==> src/rtl/bc_pkg.sv <==
`default_nettype none
// ============================================================================
// Module      : bc_pkg
// Description : Shared definitions for the Bulls-and-Cows datapath: digit
//               geometry, the input front-end state type, the packed guess
//               type and the reusable digit-validity check.
// Revision    : 1.0 - initial release
// ============================================================================
package bc_pkg;

    localparam int             NUM_DIGITS = 4;
    localparam int             DIGIT_W    = 4;
    localparam logic [3:0]     MAX_DIGIT  = 4'd9;

    typedef enum logic [1:0] {
        IDLE         = 2'd0,
        CHECK        = 2'd1,
        OFFER        = 2'd2,
        WAIT_RELEASE = 2'd3
    } entrada_state_t;

    typedef logic [NUM_DIGITS*DIGIT_W-1:0] guess_t;

    // An entry is usable only when every nibble is a decimal digit and no
    // digit appears twice. Pure combinational, so the game core can apply the
    // same rule to the secret.
    function automatic logic digits_valid(input guess_t g);
        logic               ok;
        logic [DIGIT_W-1:0] di;
        logic [DIGIT_W-1:0] dj;
        ok = 1'b1;
        for (int i = 0; i < NUM_DIGITS; i++) begin
            di = g[i*DIGIT_W +: DIGIT_W];
            if (di > MAX_DIGIT) begin
                ok = 1'b0;
            end
            for (int j = i + 1; j < NUM_DIGITS; j++) begin
                dj = g[j*DIGIT_W +: DIGIT_W];
                if (di == dj) begin
                    ok = 1'b0;
                end
            end
        end
        return ok;
    endfunction

endpackage : bc_pkg
`default_nettype wire

==> src/rtl/debouncer.sv <==
`default_nettype none
// ============================================================================
// Module      : debouncer
// Description : Two-flop synchronizer plus counter-based debouncer for a raw
//               push-button. A level change is accepted only after the
//               synchronized input has differed from the stable level for
//               DEBOUNCE_CYCLES consecutive cycles.
// Ports       : clock - system clock (rising edge)
//               reset - synchronous, active-low reset
//               raw   - asynchronous button input
//               level - debounced stable level
//               rise  - one-cycle pulse when level goes 0 -> 1
// Revision    : 1.0 - initial release
// ============================================================================
module debouncer #(
    parameter int DEBOUNCE_CYCLES = 1_000_000   // must be >= 2
) (
    input  logic clock,
    input  logic reset,
    input  logic raw,
    output logic level,
    output logic rise
);

    localparam int CNT_W = $clog2(DEBOUNCE_CYCLES);
    localparam logic [CNT_W-1:0] C_CNT_MAX = CNT_W'(DEBOUNCE_CYCLES - 1);

    logic             r_sync1;
    logic             r_sync2;
    logic             r_level;
    logic             r_rise;
    logic [CNT_W-1:0] r_cnt;

    always_ff @(posedge clock) begin
        if (!reset) begin
            r_sync1 <= 1'b0;
            r_sync2 <= 1'b0;
        end else begin
            r_sync1 <= raw;
            r_sync2 <= r_sync1;
        end
    end

    // The counter only runs while the synchronized input disagrees with the
    // stable level; any bounce back to agreement restarts the qualification.
    // The rise pulse is registered alongside the level update, so it is high
    // in exactly the cycle in which the new level first appears.
    always_ff @(posedge clock) begin
        if (!reset) begin
            r_level <= 1'b0;
            r_rise  <= 1'b0;
            r_cnt   <= '0;
        end else begin
            r_rise <= 1'b0;
            if (r_sync2 == r_level) begin
                r_cnt <= '0;
            end else if (r_cnt == C_CNT_MAX) begin
                r_level <= r_sync2;
                r_rise  <= r_sync2;
                r_cnt   <= '0;
            end else begin
                r_cnt <= r_cnt + 1'b1;
            end
        end
    end

    assign level = r_level;
    assign rise  = r_rise;

endmodule : debouncer
`default_nettype wire

==> src/rtl/entrada_jogada.sv <==
`default_nettype none
// ============================================================================
// Module      : entrada_jogada
// Description : Input front-end for Bulls-and-Cows. Debounces the enter
//               button, synchronizes the switch digits, validates one
//               captured entry per press and offers it to the game core on a
//               valid/ready handshake. Rejected entries produce a one-cycle
//               error pulse.
// Ports       : clock        - system clock (rising edge)
//               reset        - synchronous, active-low reset
//               enter_button - raw push-button
//               SW[15:0]     - raw switches, SW[15:12] is the leftmost digit
//               guess_ready  - game core accepts a guess
//               guess_valid  - guess holds a validated value
//               guess[15:0]  - captured digits, same layout as SW
//               guess_err    - one-cycle pulse on a rejected entry
// Revision    : 1.0 - initial release
// ============================================================================
module entrada_jogada
    import bc_pkg::*;
#(
    parameter int DEBOUNCE_CYCLES = 1_000_000
) (
    input  logic        clock,
    input  logic        reset,
    input  logic        enter_button,
    input  logic [15:0] SW,
    input  logic        guess_ready,
    output logic        guess_valid,
    output logic [15:0] guess,
    output logic        guess_err
);

    logic           w_level;
    logic           w_press;
    logic           w_snap_ok;

    guess_t         r_sw_s1;
    guess_t         r_sw_s2;
    guess_t         r_snap;
    guess_t         r_guess;
    logic           r_guess_valid;
    logic           r_guess_err;
    entrada_state_t r_state;

    debouncer #(
        .DEBOUNCE_CYCLES (DEBOUNCE_CYCLES)
    ) u_debouncer (
        .clock (clock),
        .reset (reset),
        .raw   (enter_button),
        .level (w_level),
        .rise  (w_press)
    );

    // Switches are slow but still asynchronous; each bit gets its own pair
    // of flops. Bit-wise skew is harmless because the snapshot is taken
    // thousands of cycles after the switches have settled.
    always_ff @(posedge clock) begin
        if (!reset) begin
            r_sw_s1 <= '0;
            r_sw_s2 <= '0;
        end else begin
            r_sw_s1 <= SW;
            r_sw_s2 <= r_sw_s1;
        end
    end

    assign w_snap_ok = digits_valid(r_snap);

    // Presses are consumed only in IDLE, so a press that lands while an
    // entry is being checked, offered or released simply vanishes.
    always_ff @(posedge clock) begin
        if (!reset) begin
            r_state       <= IDLE;
            r_snap        <= '0;
            r_guess       <= '0;
            r_guess_valid <= 1'b0;
            r_guess_err   <= 1'b0;
        end else begin
            r_guess_err <= 1'b0;
            case (r_state)
                IDLE: begin
                    if (w_press) begin
                        r_snap  <= r_sw_s2;
                        r_state <= CHECK;
                    end
                end
                CHECK: begin
                    if (w_snap_ok) begin
                        r_guess       <= r_snap;
                        r_guess_valid <= 1'b1;
                        r_state       <= OFFER;
                    end else begin
                        r_guess_err <= 1'b1;
                        r_state     <= WAIT_RELEASE;
                    end
                end
                OFFER: begin
                    // guess keeps its value after the transfer; only the
                    // valid flag drops.
                    if (guess_ready) begin
                        r_guess_valid <= 1'b0;
                        r_state       <= w_level ? WAIT_RELEASE : IDLE;
                    end
                end
                WAIT_RELEASE: begin
                    if (!w_level) begin
                        r_state <= IDLE;
                    end
                end
                default: begin
                    r_state <= IDLE;
                end
            endcase
        end
    end

    assign guess_valid = r_guess_valid;
    assign guess       = r_guess;
    assign guess_err   = r_guess_err;

endmodule : entrada_jogada
`default_nettype wire

==> config.mk <==
export PLATFORM = sky130hd
export DESIGN_NAME = entrada_jogada
export DESIGN_NICKNAME = d
export VERILOG_FILES = /design/src/rtl/bc_pkg.sv /design/src/rtl/debouncer.sv /design/src/rtl/entrada_jogada.sv
export SDC_FILE = /design/constraint.sdc
export NUM_CORES = 1
export LEC_CHECK = 0
export CAP_MARGIN = 0
export CORE_MARGIN = 2
export CORE_UTILIZATION = 30
export DETAILED_ROUTE_END_ITERATION = 7
export GPL_ROUTABILITY_DRIVEN = 1
export SLEW_MARGIN = 20
export SYNTH_ARGS = -nofsm -noshare
export SYNTH_HDL_FRONTEND = slang
export SYNTH_SLANG_ARGS = --single-unit
==> constraint.sdc <==
create_clock -name clock -period 1.6 [get_ports clock]
set_input_delay 0.32 -clock clock [delete_from_list [all_inputs] [get_ports clock]]
set_output_delay 0.32 -clock clock [all_outputs]
set_load 0.02 [all_outputs]
==> results of run 1 <==
[flip-flops by register name (all words and copies together), names as in the netlist]
name and cells:
r_snap 16, u_debouncer.r_sync1 1, guess 16, u_debouncer.rise 1, u_debouncer.level 1, guess_err 1
guess_valid 1, u_debouncer.r_sync2 1, r_sw_s1 16, u_debouncer.r_cnt 20, r_state 2, r_sw_s2 16
[final cells by class]
cell class	instances	area, sq um
inverter	2	7.51
multi-input combinational	261	1640
timing repair buffer	70	633
clock inverter	3	17.5
fill	1210	7330
tap	147	184
clock buffer	10	229
sequential	92	1870
[timing repair]
action | CTS | global route
endpoints found under the setup margin | 54 | 45
gates resized for setup | 37 | 22
hold endpoints to repair | 0 | 0
setup buffers | 0 | 1
gates cloned | 0 | 1
pin swaps | 5 | 9
[cells by family after synthesis]
logic type	Yosys count	share of synthesized area, %
flip-flops	92	50.9
buffers and inverters	34	6.02
AO/OA/AOI/OAI	26	3.98
multiplexers	17	4.71
XOR/XNOR	43	10.4
adder cells (fa/ha/maj)	1	0.346
AND/OR/NAND/NOR	174	23.6
[synth_stat cells (all sizes together) (2+ instances only)]
| library cell | n | area (sq um) |
|---|---|---|
| dfxtp | 92 | 1840 |
| nand2 | 72 | 270 |
| and2 | 41 | 257 |
| xor2 | 40 | 350 |
| nor2 | 23 | 86.3 |
| a21oi | 19 | 95.1 |
| buf | 18 | 158 |
| mux2i | 17 | 170 |
| clkbuf | 14 | 52.6 |
| nand3 | 8 | 40.0 |
| nor4 | 8 | 50.1 |
| and3 | 6 | 38.8 |
| o21ai | 6 | 41.3 |
| nand4 | 5 | 31.3 |
| nor3 | 3 | 15.0 |
| xnor2 | 3 | 26.3 |
| and4 | 2 | 17.5 |
| inv | 2 | 7.51 |
| nand3b | 2 | 15.0 |
[layer usage]
metal  global-route usage, %  vias to the layer above  wire (microns)  part of all wire (%)
met3                    2.60                        9             248                   3.7
li1                        -                     1338               -                     -
met5                       0                        -               0                     0
met4                    5.61                        0             118                   1.8
met1                    13.4                     1144            3320                    50
met2                    16.7                       43            2950                    44
[where the power goes]
part           internal (uW)  leakage (uW)  switching [uW]
Combinational           67.6       0.00120            49.0
Sequential              2320      0.000758            9.23
Clock                   1020      0.000120             783
[tightest hold or removal path, stage by stage]
cell and delay (ps):
buf_2 150, nand2_1 100, nor3_2 40
[stage by stage]
| step | instances | worst slack, ps | hold WS, ps | power, uW |
|---|---|---|---|---|
| detailed placement | 571 | -194 | 421 | 2510 |
| finish | 585 | -107 | 312 | 4250 |
| floorplan | 387 | -1.93 | 412 | 2450 |
| CTS | 584 | -74.8 | 275 | 4330 |
| global route | 585 | -206 | 310 | 4420 |
| global placement | 571 | -157 | 422 | 2510 |
[how the worst max path moves through the flow]
stage	start	end	slack, ps	depth (start not counted)
after global routing	r_snap[0]	guess[12]	-210	7
final	r_snap[0]	guess[4]	-110	7
after global placement	r_snap[1]	guess[8]	-160	6
after floorplan	u_debouncer.r_cnt[6]	u_debouncer.r_cnt[8]	-2	6
after detailed placement	r_snap[1]	guess[12]	-190	6
after CTS	r_snap[3]	guess[12]	-70	6
==> results.py, run 1 <==
metrics = {
    "clock_tree": {
        "path_clk_slew_ps": 60,
        "cts_hold_buffers": 0,
        "clk_latency_ps": 330,
        "root_buffer": "clkbuf_16",
        "cts_tree": "done",
        "h-tree-depth": 3,
        "cts_made_buffers": 9,
        "cts_buffer_depth": 2,
        "clock-sinks": 92,
    },
    "layout": {
        "final_cell_mix": "dfxtp_1 (76), nand2_1 (72), and2_1 (41)",
        "final_core_util_pct": 38.5,
        "nets": 457,
        "area_growth_pct": 26.7,
        "drive_gt1_share_pct": 18.3,
        "final_common_cell": "dfxtp_1",
        "finalInstanceArea_sq_um": 4580,
        "antennaDiodeCount": 0,
    },
    "timing": {
        "finalHoldViolations": 0,
        "period_needed_ps": 1710,
        "rsz0062_at_grt": "true",
        "fin_tns_setup_ps": -1590,
        "fmax_ghz": 0.586,
        "setup_viol": 18,
        "fin_ws_ps": -107,
        "finalMaxSlewViolations": 0,
        "clock_skew_ps": 8.54,
        "relSlewSlack_pct": 66.3,
        "final.period_utilization_pct": 107,
        "tightest_slew_ps": 504,
    },
    "routing": {
        "first_pass_iters": 4,
        "via_count": 2534,
        "via_per_inst": 4.33,
        "drc": 0,
        "ant_nets": 0,
        "drt_iter0_drc": 85,
        "wl_per_cell_microns": 11.3,
        "wirelength_microns": 6630,
    },
    "synthesis": {
        "synth_edf_count": 0,
        "synthFlopType": "dfxtp_1",
        "synth_nets": 408,
        "synthesis.area_sq_um": 3620,
        "synth_seq_area_share_pct": 50.9,
        "yosysWarnings": 0,
        "synthCells": 387,
        "synth-async-reset-ratio_pct": 0,
        "synth_cell_types": 31,
        "avgSynthCellArea_sq_um": 9.34,
        "ys_ff_latch": 92,
    },
    "worst_setup_path": {
        "critical_path_buf_inv_count": 2,
        "critPathMaxFanout": 7,
        "critical_path_class": "reg -> reg",
        "cp_slowest_cell": "dfxtp_2",
        "r2r-end": "guess[4]",
        "cp.required_ps": 1860,
        "r2r_cells": 7,
        "rrSetupSlack_ps": -110,
        "critPathCaptureType": "register",
        "crit_family": "simple AND/OR/NAND/NOR gates",
        "cp_slowest_stage_delay_ps": 340,
        "critPathLaunchType": "register",
        "timing.rr.start": "r_snap[0]",
        "cp_cell_sequence": "buf_4 -> xor2_1 -> nor4_2 -> nor3_2 -> nand3b_1 -> buf_6 -> mux2i_1",
        "cp.arrival_ps": 1960,
    },
    "pwr": {
        "peakVddDrop_v": 0.000468,
        "power_density_nw_per_um2": 927,
        "leakagePower_uw": 0.00207,
    },
    "global_route": {
        "grt_max_degree": 35,
        "antenna_found_initial": 0,
        "grtUsageTotal_pct": 10.6,
        "grt_pass1_wl_microns": 11000,
        "grt-ovfl-total": 0,
        "grt_pass1_vias": 2456,
    },
    "placement": {
        "place.gp.congestion": 0.830,
        "dpl.hpwl_microns": 4760,
        "port_buffers": 37,
        "placed_cell_area_sq_um": 4210,
    },
    "min_path": {
        "min_path_type": "in -> reg",
        "worstHoldStart": "reset",
        "whs_path_depth": 3,
        "hold_end": "u_debouncer.rise",
    },
    "floorplanning": {
        "dieArea_sq_um": 12900,
        "pin_count": 38,
        "coreArea_sq_um": 11900,
        "die_w_microns": 114,
        "row_count": 40,
        "initial_core_util_pct": 30.4,
        "die_h_microns": 114,
    },
    "status": {
        "violations": "setup timing",
        "outcome": "complete, but fails checks",
    },
    "job": {
        "cap_violations": 0,
    },
}
Power figures use the tool's default switching activity.
==> run 2: changes to the inputs <==
Settings changed: HOLD_SLACK_MARGIN from default to 0.05.
==> results of run 2 <==
Same layout as run 1: the final DEF is identical, and so are final timing and power.
==> run 3: changes to the inputs <==
Settings changed: CTS_CLUSTER_SIZE from default to 40.
==> results of run 3 <==
Same layout as run 1: the final DEF is identical, and so are final timing and power.
